File: src/rtl/instr_fetch_queue.sv
// Instruction fetch unit: owns the fetch PC, issues one read per cycle to a
// 1-cycle-latency instruction memory and buffers returned words in a prefetch FIFO.
module instr_fetch_queue #(
    parameter int unsigned       XLEN     = 32,
    parameter int unsigned       ADDR_W   = 8,
    parameter int unsigned       DEPTH    = 4,
    parameter logic [ADDR_W-1:0] RESET_PC = '0
) (
    input  logic                     clk,
    input  logic                     reset,
    output logic                     imem_req,
    output logic [ADDR_W-1:0]        imem_addr,
    input  logic [XLEN-1:0]          imem_rdata,
    input  logic                     redirect_valid,
    input  logic [ADDR_W-1:0]        redirect_pc,
    output logic                     out_valid,
    input  logic                     out_ready,
    output logic [XLEN-1:0]          out_instr,
    output logic [ADDR_W-1:0]        out_pc,
    output logic [$clog2(DEPTH):0]   count
);
    localparam int unsigned PW = $clog2(DEPTH);
    localparam int unsigned CW = PW + 1;
    localparam logic [CW:0] DEPTH_C = (CW+1)'(DEPTH);

    logic [ADDR_W-1:0] fpc;
    logic              inflight;
    logic [ADDR_W-1:0] ipc;
    logic [XLEN-1:0]   instr_mem [DEPTH];
    logic [ADDR_W-1:0] pc_mem    [DEPTH];
    logic [PW-1:0]     rd_ptr;
    logic [PW-1:0]     wr_ptr;
    logic [CW:0]       occupancy;
    logic              push;
    logic              pop;

    // Credit rule: queued entries plus the word in flight never exceed DEPTH,
    // so a returning word always has a free slot.
    assign occupancy = {1'b0, count} + {{CW{1'b0}}, inflight};
    assign imem_req  = !reset && !redirect_valid && (occupancy < DEPTH_C);
    assign imem_addr = fpc;

    assign out_valid = (count != '0) && !redirect_valid;
    assign out_instr = instr_mem[rd_ptr];
    assign out_pc    = pc_mem[rd_ptr];

    assign push = inflight && !redirect_valid;
    assign pop  = out_valid && out_ready;

    always_ff @(posedge clk) begin
        if (reset) begin
            fpc      <= RESET_PC;
            inflight <= 1'b0;
            ipc      <= '0;
            rd_ptr   <= '0;
            wr_ptr   <= '0;
            count    <= '0;
            for (int unsigned i = 0; i < DEPTH; i++) begin
                instr_mem[i] <= '0;
                pc_mem[i]    <= '0;
            end
        end else if (redirect_valid) begin
            fpc      <= redirect_pc;
            inflight <= 1'b0;
            rd_ptr   <= '0;
            wr_ptr   <= '0;
            count    <= '0;
        end else begin
            if (imem_req) begin
                fpc      <= fpc + 1'b1;
                inflight <= 1'b1;
                ipc      <= fpc;
            end else begin
                inflight <= 1'b0;
            end

            if (push) begin
                instr_mem[wr_ptr] <= imem_rdata;
                pc_mem[wr_ptr]    <= ipc;
                wr_ptr            <= wr_ptr + 1'b1;
            end
            if (pop) begin
                rd_ptr <= rd_ptr + 1'b1;
            end

            case ({push, pop})
                2'b10:   count <= count + 1'b1;
                2'b01:   count <= count - 1'b1;
                default: count <= count;
            endcase
        end
    end
endmodule

File: config.mk
export PLATFORM = sky130hd
export DESIGN_NAME = instr_fetch_queue
export DESIGN_NICKNAME = d
export VERILOG_FILES = /design/src/rtl/instr_fetch_queue.sv
export SDC_FILE = /design/constraint.sdc
export NUM_CORES = 1
export LEC_CHECK = 0
export CAP_MARGIN = 20
export CORE_MARGIN = 4
export CORE_UTILIZATION = 32
export DETAILED_ROUTE_END_ITERATION = 10
export PLACE_DENSITY = 0.62
export REMOVE_ABC_BUFFERS = 1
export SETUP_SLACK_MARGIN = 0.3
export SYNTH_ARGS = -nofsm -noshare
export SYNTH_HDL_FRONTEND = slang
export SYNTH_SLANG_ARGS = --single-unit
File: constraint.sdc
create_clock -name clk -period 12.4 [get_ports clk]
set_input_delay 3.72 -clock clk [delete_from_list [all_inputs] [get_ports clk]]
set_output_delay 3.72 -clock clk [all_outputs]
set_load 0.02 [all_outputs]
After elaboration in Yosys (flattened, before gate mapping)
Memory sizes are Yosys's and may differ from the RTL's. A register that Yosys moved wholly into a read port is not among the register bits.
Index checks and enable logic that the tools add are counted.
Storage, ports and cells
  register bits: 24
  RAM bits: 160
  word-level logic and storage cells: 52
  memories kept: 2
  input bits: 44
  bits in latches: 0
  memory bits (read-only): 0
Cells by class
  bitwise operators: 1
  shift-type cells: 0
  divide/modulo/power cells: 0
  eq/ne operators: 2
  $lt $le $gt $ge: 1
  add/subtract/negate cells: 6
  multiply operators: 0
  muxes and demuxes: 20
  reduce and logical (&&, ||, !) cells: 14
Memory list
  instr_mem: words 4, width 32, rd ports 1, clocked after Yosys merged registers in 1, write ports 4, RTL line 29  | logic [XLEN-1:0] instr_mem [DEPTH];
  pc_mem: words 4, width 8, rd ports 1, clocked after Yosys merged registers in 1, write ports 4, RTL line 30  | logic [ADDR_W-1:0] pc_mem [DEPTH];
Operators by type and width (number)
  two-way mux 32 bit: 1
  OR reduction 32 bit: 1
  two-way mux 8 bit: 3
  two-way mux 2 bit: 6
  two-way mux 1 bit: 9
  adder 8 x 1 -> 8 bit, second input constant: 1
  OR reduction 8 bit: 1
  one-hot mux 3 bit (2 select lines): 1
  logical AND 1 bit: 5
  adder 2 x 1 -> 2 bit, second input constant: 2
  adder 3 x 1 -> 4 bit: 1
  less-than comparator 4 x 3 -> 1 bit, second input constant: 1
  nonzero test 2 bit: 2
  adder 3 x 1 -> 3 bit, second input constant: 1
  nonzero test 3 bit: 1
  subtractor 3 x 1 -> 3 bit, second input constant: 1
  equality test 2 x 1 -> 1 bit, second input constant: 1
  equality test 2 bit, second input constant: 1
  logical NOT 1 bit: 2
  AND reduction 2 bit: 1
  OR reduction 2 bit: 1
  inverter 1 bit: 1

Depth between registers and ports, before layout
  depth in word-level cells: 8
  depth in mapped cells: 8
  gate-level depth less buffers: 8

Least setup slack after synthesis
No wires, ideal clock.
  path type: input port to output port
  start point: input port redirect_valid
  end point: output port imem_req
  stages: 5
  arrival time: 4.664 ns
  setup slack: 4.016 ns
  path buffers: 2
  data required time: 8.680 ns
  path through: or3_4 > or2_1 > buf_6 > inv_2 > buf_6
On the way
  cells in the longest elaborated chain, start to end: 3
Ends and longest elaborated chain
  from (decl): RTL line 14  | input logic redirect_valid,
  logical NOT 1 bit: RTL line 40  | assign imem_req = !reset && !redirect_valid && (occupancy < DEPTH_C);
  logical AND 1 bit (2 in a row): RTL line 40
  to (decl): RTL line 11  | output logic imem_req,
No other way between the ends.

Worst setup path in the final report
  start point: input port reset
  end point: output port imem_req
On the way
  cells in the longest elaborated chain, start to end: 3
Ends and longest elaborated chain
  from (decl): RTL line 10  | input logic reset,
  logical NOT 1 bit: RTL line 40
  logical AND 1 bit (2 in a row): RTL line 40
No other way between the ends.

==> results.tsv <==
stage	metric	value	unit
status	run_status	complete, no violations	
min_path	hold_end	ipc[6]	
synth	synthDominantAreaCellType	sky130_fd_sc_hd__edfxtp_1	
clock_network	cts-resized-gates	0	
min_path	min-delay-path-class	flip-flop to flip-flop	
placed_design	gp_congestion	0.774	
worst_setup_path	critPathMaxStageDelay	0.83	ns
worst_setup_path	critical_path.most_common_cell	sky130_fd_sc_hd__clkdlybuf4s50_1	
floorplanning	floorplan.die.height	165	um
flow_run	drv_cap	0	
worst_setup_path	crit_chain	clkdlybuf4s50_1 -> or3_4 -> or2_1 -> inv_2 -> clkdlybuf4s50_1	
synth	yosysSeqAreaShare	67.7	%
finish	layout.core_utilization	40.3	%
clock_network	clock-sinks	186	
clock_network	cts_tree	done	
route	drc_errors	0	
synth	synth_top_cell_area_share	61.1	%
worst_setup_path	ff2ff_path_depth	5	
route	via_count	4613	
floorplanning	die_width	165	um
finish	layout.nets	712	
global_route	antenna_found_initial	0	
synth	post_synth_mux_area_share	11.4	%
worst_setup_path	timing_worst_setup_path_type	input port to output port	
synth	synth_cell_type_count	38	
floorplanning	die_area	27200	um^2
worst_setup_path	highest_fanout_seen_on_the_critical_path	22	
route	drtPass1Iterations	4	
finish	most_common_cell_after_layout_fill_and_taps_aside	sky130_fd_sc_hd__edfxtp_1	
clock_network	cts.root.buffer_cell	sky130_fd_sc_hd__clkbuf_16	
finish	final.fill_count	2315	
timing	maxClockFrequency	98.0	MHz
worst_setup_path	critical_path.n_buffers_inverters	3	
timing	drv_slew	0	
timing	setup_repair_after_global_routing_missed_its_margin	false	
global_route	grt_pass1_wl	26000	um
timing	finalCritPeriodShare	82.3	%
synth	ys_ff_latch	186	
clock_network	clk_lat_worst_skew	0.42	ns
synth	synth_simple_gate_area_share	12.6	%
route	antenna_left	0	
floorplanning	core	24200	um^2
finish	area_growth_syn_to_layout	24.1	%
synth	top_cells_by_area_synth	sky130_fd_sc_hd__edfxtp_1 (61%), sky130_fd_sc_hd__mux4_2 (11%), sky130_fd_sc_hd__dfxtp_1 (6.6%)	
worst_setup_path	worst_setup_path_end_kind	output port	
power	peakVddDrop	0.0929	mV
worst_setup_path	timing.critical_path.max_delay_family	buffers and inverters	
route	vias_per_cell	4.60	
timing	tightest_slew	0.873	ns
finish	final_cell_mix	sky130_fd_sc_hd__edfxtp_1 (160), sky130_fd_sc_hd__clkdlybuf4s50_1 (96), sky130_fd_sc_hd__nor2_1 (90)	
worst_setup_path	critical_path.reg2reg.startpoint	inflight	
timing	final_period_demand_of_the_worst_path	10.20	ns
synth	combinational_family_with_the_most_area_after_synthesis	simple AND/OR/NAND/NOR gates	
placed_design	buffer_ports.inserted	96	
route	avgRoutedWirePerCell	16.6	um
synth	netlist_instances	575	
synth	synth.cell_area	7870	um^2
synth	synth_xor_area_share	0.668	%
timing	totalNegativeSetupSlack	0	ns
min_path	startpoint_of_the_lowest_slack_hold_path	ipc[6]	
clock_network	clkSlewWorstSetupHoldPaths	0.06	ns
synth	synth.avg_cell_area	13.7	um^2
floorplanning	floorplan.rows	57	
global_route	grt_overflow_total	0	
finish	multiInputGateArea	2270	um^2
timing	hold_violations	0	
worst_setup_path	cp_slowest_cell	sky130_fd_sc_hd__clkdlybuf4s50_1	
route	finalWirelength	16600	um
worst_setup_path	cp.arrival	6.48	ns
finish	drive_gt1_share	13.9	%
timing	final.setup_skew	0.00989	ns
finish	antenna_diodes	0	
finish	ff_latch_area	5330	um^2
placed_design	place.detailed.hpwl	9210	um
synth	synth_compound_gate_area_share	2.86	%
clock_network	cts_inserted_buffers	17	
global_route	grt_max_degree	42	
worst_setup_path	reg2reg_setup_slack	9.86	ns
min_path	worst_hold_path.num_cells	2	
synth	synth-warning-count	0	
floorplanning	floorplan.io_pins	97	
global_route	number_of_global_route_vias_before_repair	4802	
clock_network	post_cts_hold_buffer_count	0	
power	power_density	135	nW/um^2
global_route	global_route.usage.total	12.8	%
synth	synth-adder-area-share	0.572	%
timing	crit_path_setup_slack_layout	2.20	ns
worst_setup_path	r2r_end	instr_mem[0][22]	
timing	setup_violations	0	
clock_network	post_cts.repair.setup_buffers	0	
route	initialDrtViolationCount	302	
power	p_leak	0.00350	uW
worst_setup_path	crit_path_start_kind	input port	
clock_network	cts_htree_levels	4	
timing	timing.max_slew.rel_slack	41.8	%
worst_setup_path	required	8.68	ns
clock_network	cts_buffer_depth	2	
placed_design	preCtsSetupSlack	2.21	ns
floorplanning	start_util	32.5	%
==> logic make-up (layout without fill, tap and decap cells) <==
group / after synthesis / count (layout)
muxes: 40 / 40
and+or+nand+nor: 222 / 222
xor gates and xnor gates: 6 / 6
buffers and inverters: 81 / 184
AOI/OAI and AO/OA: 37 / 37
adders and majority gates: 3 / 3
DFF: 186 / 186
==> layout make-up <==
class	count	share of cell area (%)
multi-input combinational	308	23.3
timing repair buffer	105	10.5
tap	324	4.15
clock inverter	12	1.20
clock buffer	20	4.47
sequential	186	54.6
inverter	47	1.81
==> tightest hold or removal path, cell delays in order, from the launching register on <==
cell and delay [ns]:
sky130_fd_sc_hd__dfxtp_1 0.32, sky130_fd_sc_hd__nand2_1 0.05, sky130_fd_sc_hd__a21oi_1 0.05
==> power by group <==
group | internal [uW] | leakage [uW] | total [uW] | switching [uW]
Combinational | 42.9 | 0.00138 | 92.4 | 49.4
Clock | 279 | 0.000257 | 512 | 233
Sequential | 703 | 0.00186 | 712 | 9.43
==> synth_stat cells <==
| cell | count |
|---|---|
| sky130_fd_sc_hd__o31a_1 | 2 |
| sky130_fd_sc_hd__or3_4 | 1 |
| sky130_fd_sc_hd__nand3_1 | 2 |
| sky130_fd_sc_hd__inv_1 | 46 |
| sky130_fd_sc_hd__or2_2 | 2 |
| sky130_fd_sc_hd__buf_6 | 2 |
| sky130_fd_sc_hd__buf_1 | 2 |
| sky130_fd_sc_hd__a22oi_1 | 1 |
| sky130_fd_sc_hd__or3_1 | 1 |
| sky130_fd_sc_hd__nor3b_1 | 1 |
| sky130_fd_sc_hd__a21oi_1 | 19 |
| sky130_fd_sc_hd__nand2b_1 | 3 |
| sky130_fd_sc_hd__edfxtp_1 | 160 |
| sky130_fd_sc_hd__nand2_1 | 68 |
| sky130_fd_sc_hd__o21ba_2 | 2 |
| sky130_fd_sc_hd__nor2_1 | 91 |
| sky130_fd_sc_hd__clkbuf_1 | 25 |
| sky130_fd_sc_hd__inv_2 | 1 |
| sky130_fd_sc_hd__nor2b_1 | 1 |
| sky130_fd_sc_hd__mux4_2 | 40 |
| sky130_fd_sc_hd__o21ai_0 | 6 |
| sky130_fd_sc_hd__and2_1 | 41 |
| sky130_fd_sc_hd__a2bb2oi_1 | 1 |
| sky130_fd_sc_hd__o22ai_1 | 4 |
| sky130_fd_sc_hd__a22oi_2 | 1 |
| sky130_fd_sc_hd__nor4_1 | 3 |
| sky130_fd_sc_hd__dfxtp_1 | 26 |
| sky130_fd_sc_hd__and3_1 | 2 |
| sky130_fd_sc_hd__nor4bb_1 | 1 |
| sky130_fd_sc_hd__buf_2 | 5 |
| sky130_fd_sc_hd__nand4_1 | 1 |
| sky130_fd_sc_hd__a32oi_1 | 1 |
| sky130_fd_sc_hd__ha_1 | 2 |
| sky130_fd_sc_hd__nor3_1 | 3 |
| sky130_fd_sc_hd__fa_1 | 1 |
| sky130_fd_sc_hd__xnor2_1 | 3 |
| sky130_fd_sc_hd__or2_1 | 1 |
| sky130_fd_sc_hd__xor2_1 | 3 |
==> state kept, by name, summed over array words and instances (netlist names), named ones only <==
name	count
wr_ptr	2
instr_mem	128
rd_ptr	2
ipc	8
count	3
pc_mem	32
inflight	1
imem_addr	8
==> routing by layer <==
| layer | track usage (%) | wire length [um] | vias up |
|---|---|---|---|
| li1 | - | - | 2206 |
| met1 | 16.3 | 7180 | 2312 |
| met2 | 21.8 | 8630 | 90 |
| met3 | 3.32 | 724 | 5 |
| met4 | 3.06 | 85 | 0 |
| met5 | 0 | 0 | - |
==> through the flow <==
step	total power (uW)	hold slack (ns)	cells	area (um^2)
after floorplan	768	0.439	541	7720
after global placement	819	0.462	970	9210
after detailed placement	821	0.463	970	9210
after CTS	1330	0.473	1002	9770
after global routing	1370	0.492	1002	9770
final	1320	0.467	1002	9770
==> worst max-delay path by stage <==
| stage | from | to | slack [ns] | depth (start not counted) |
|---|---|---|---|---|
| after CTS | reset | imem_req | 2.20 | 5 |
| after detailed placement | reset | imem_req | 2.21 | 5 |
| after global placement | reset | imem_req | 2.23 | 5 |
| after global routing | reset | imem_req | 2.02 | 5 |
| final | reset | imem_req | 2.20 | 5 |
| after floorplan | redirect_valid | imem_req | 3.97 | 3 |
Power figures use the tool's default switching activity.
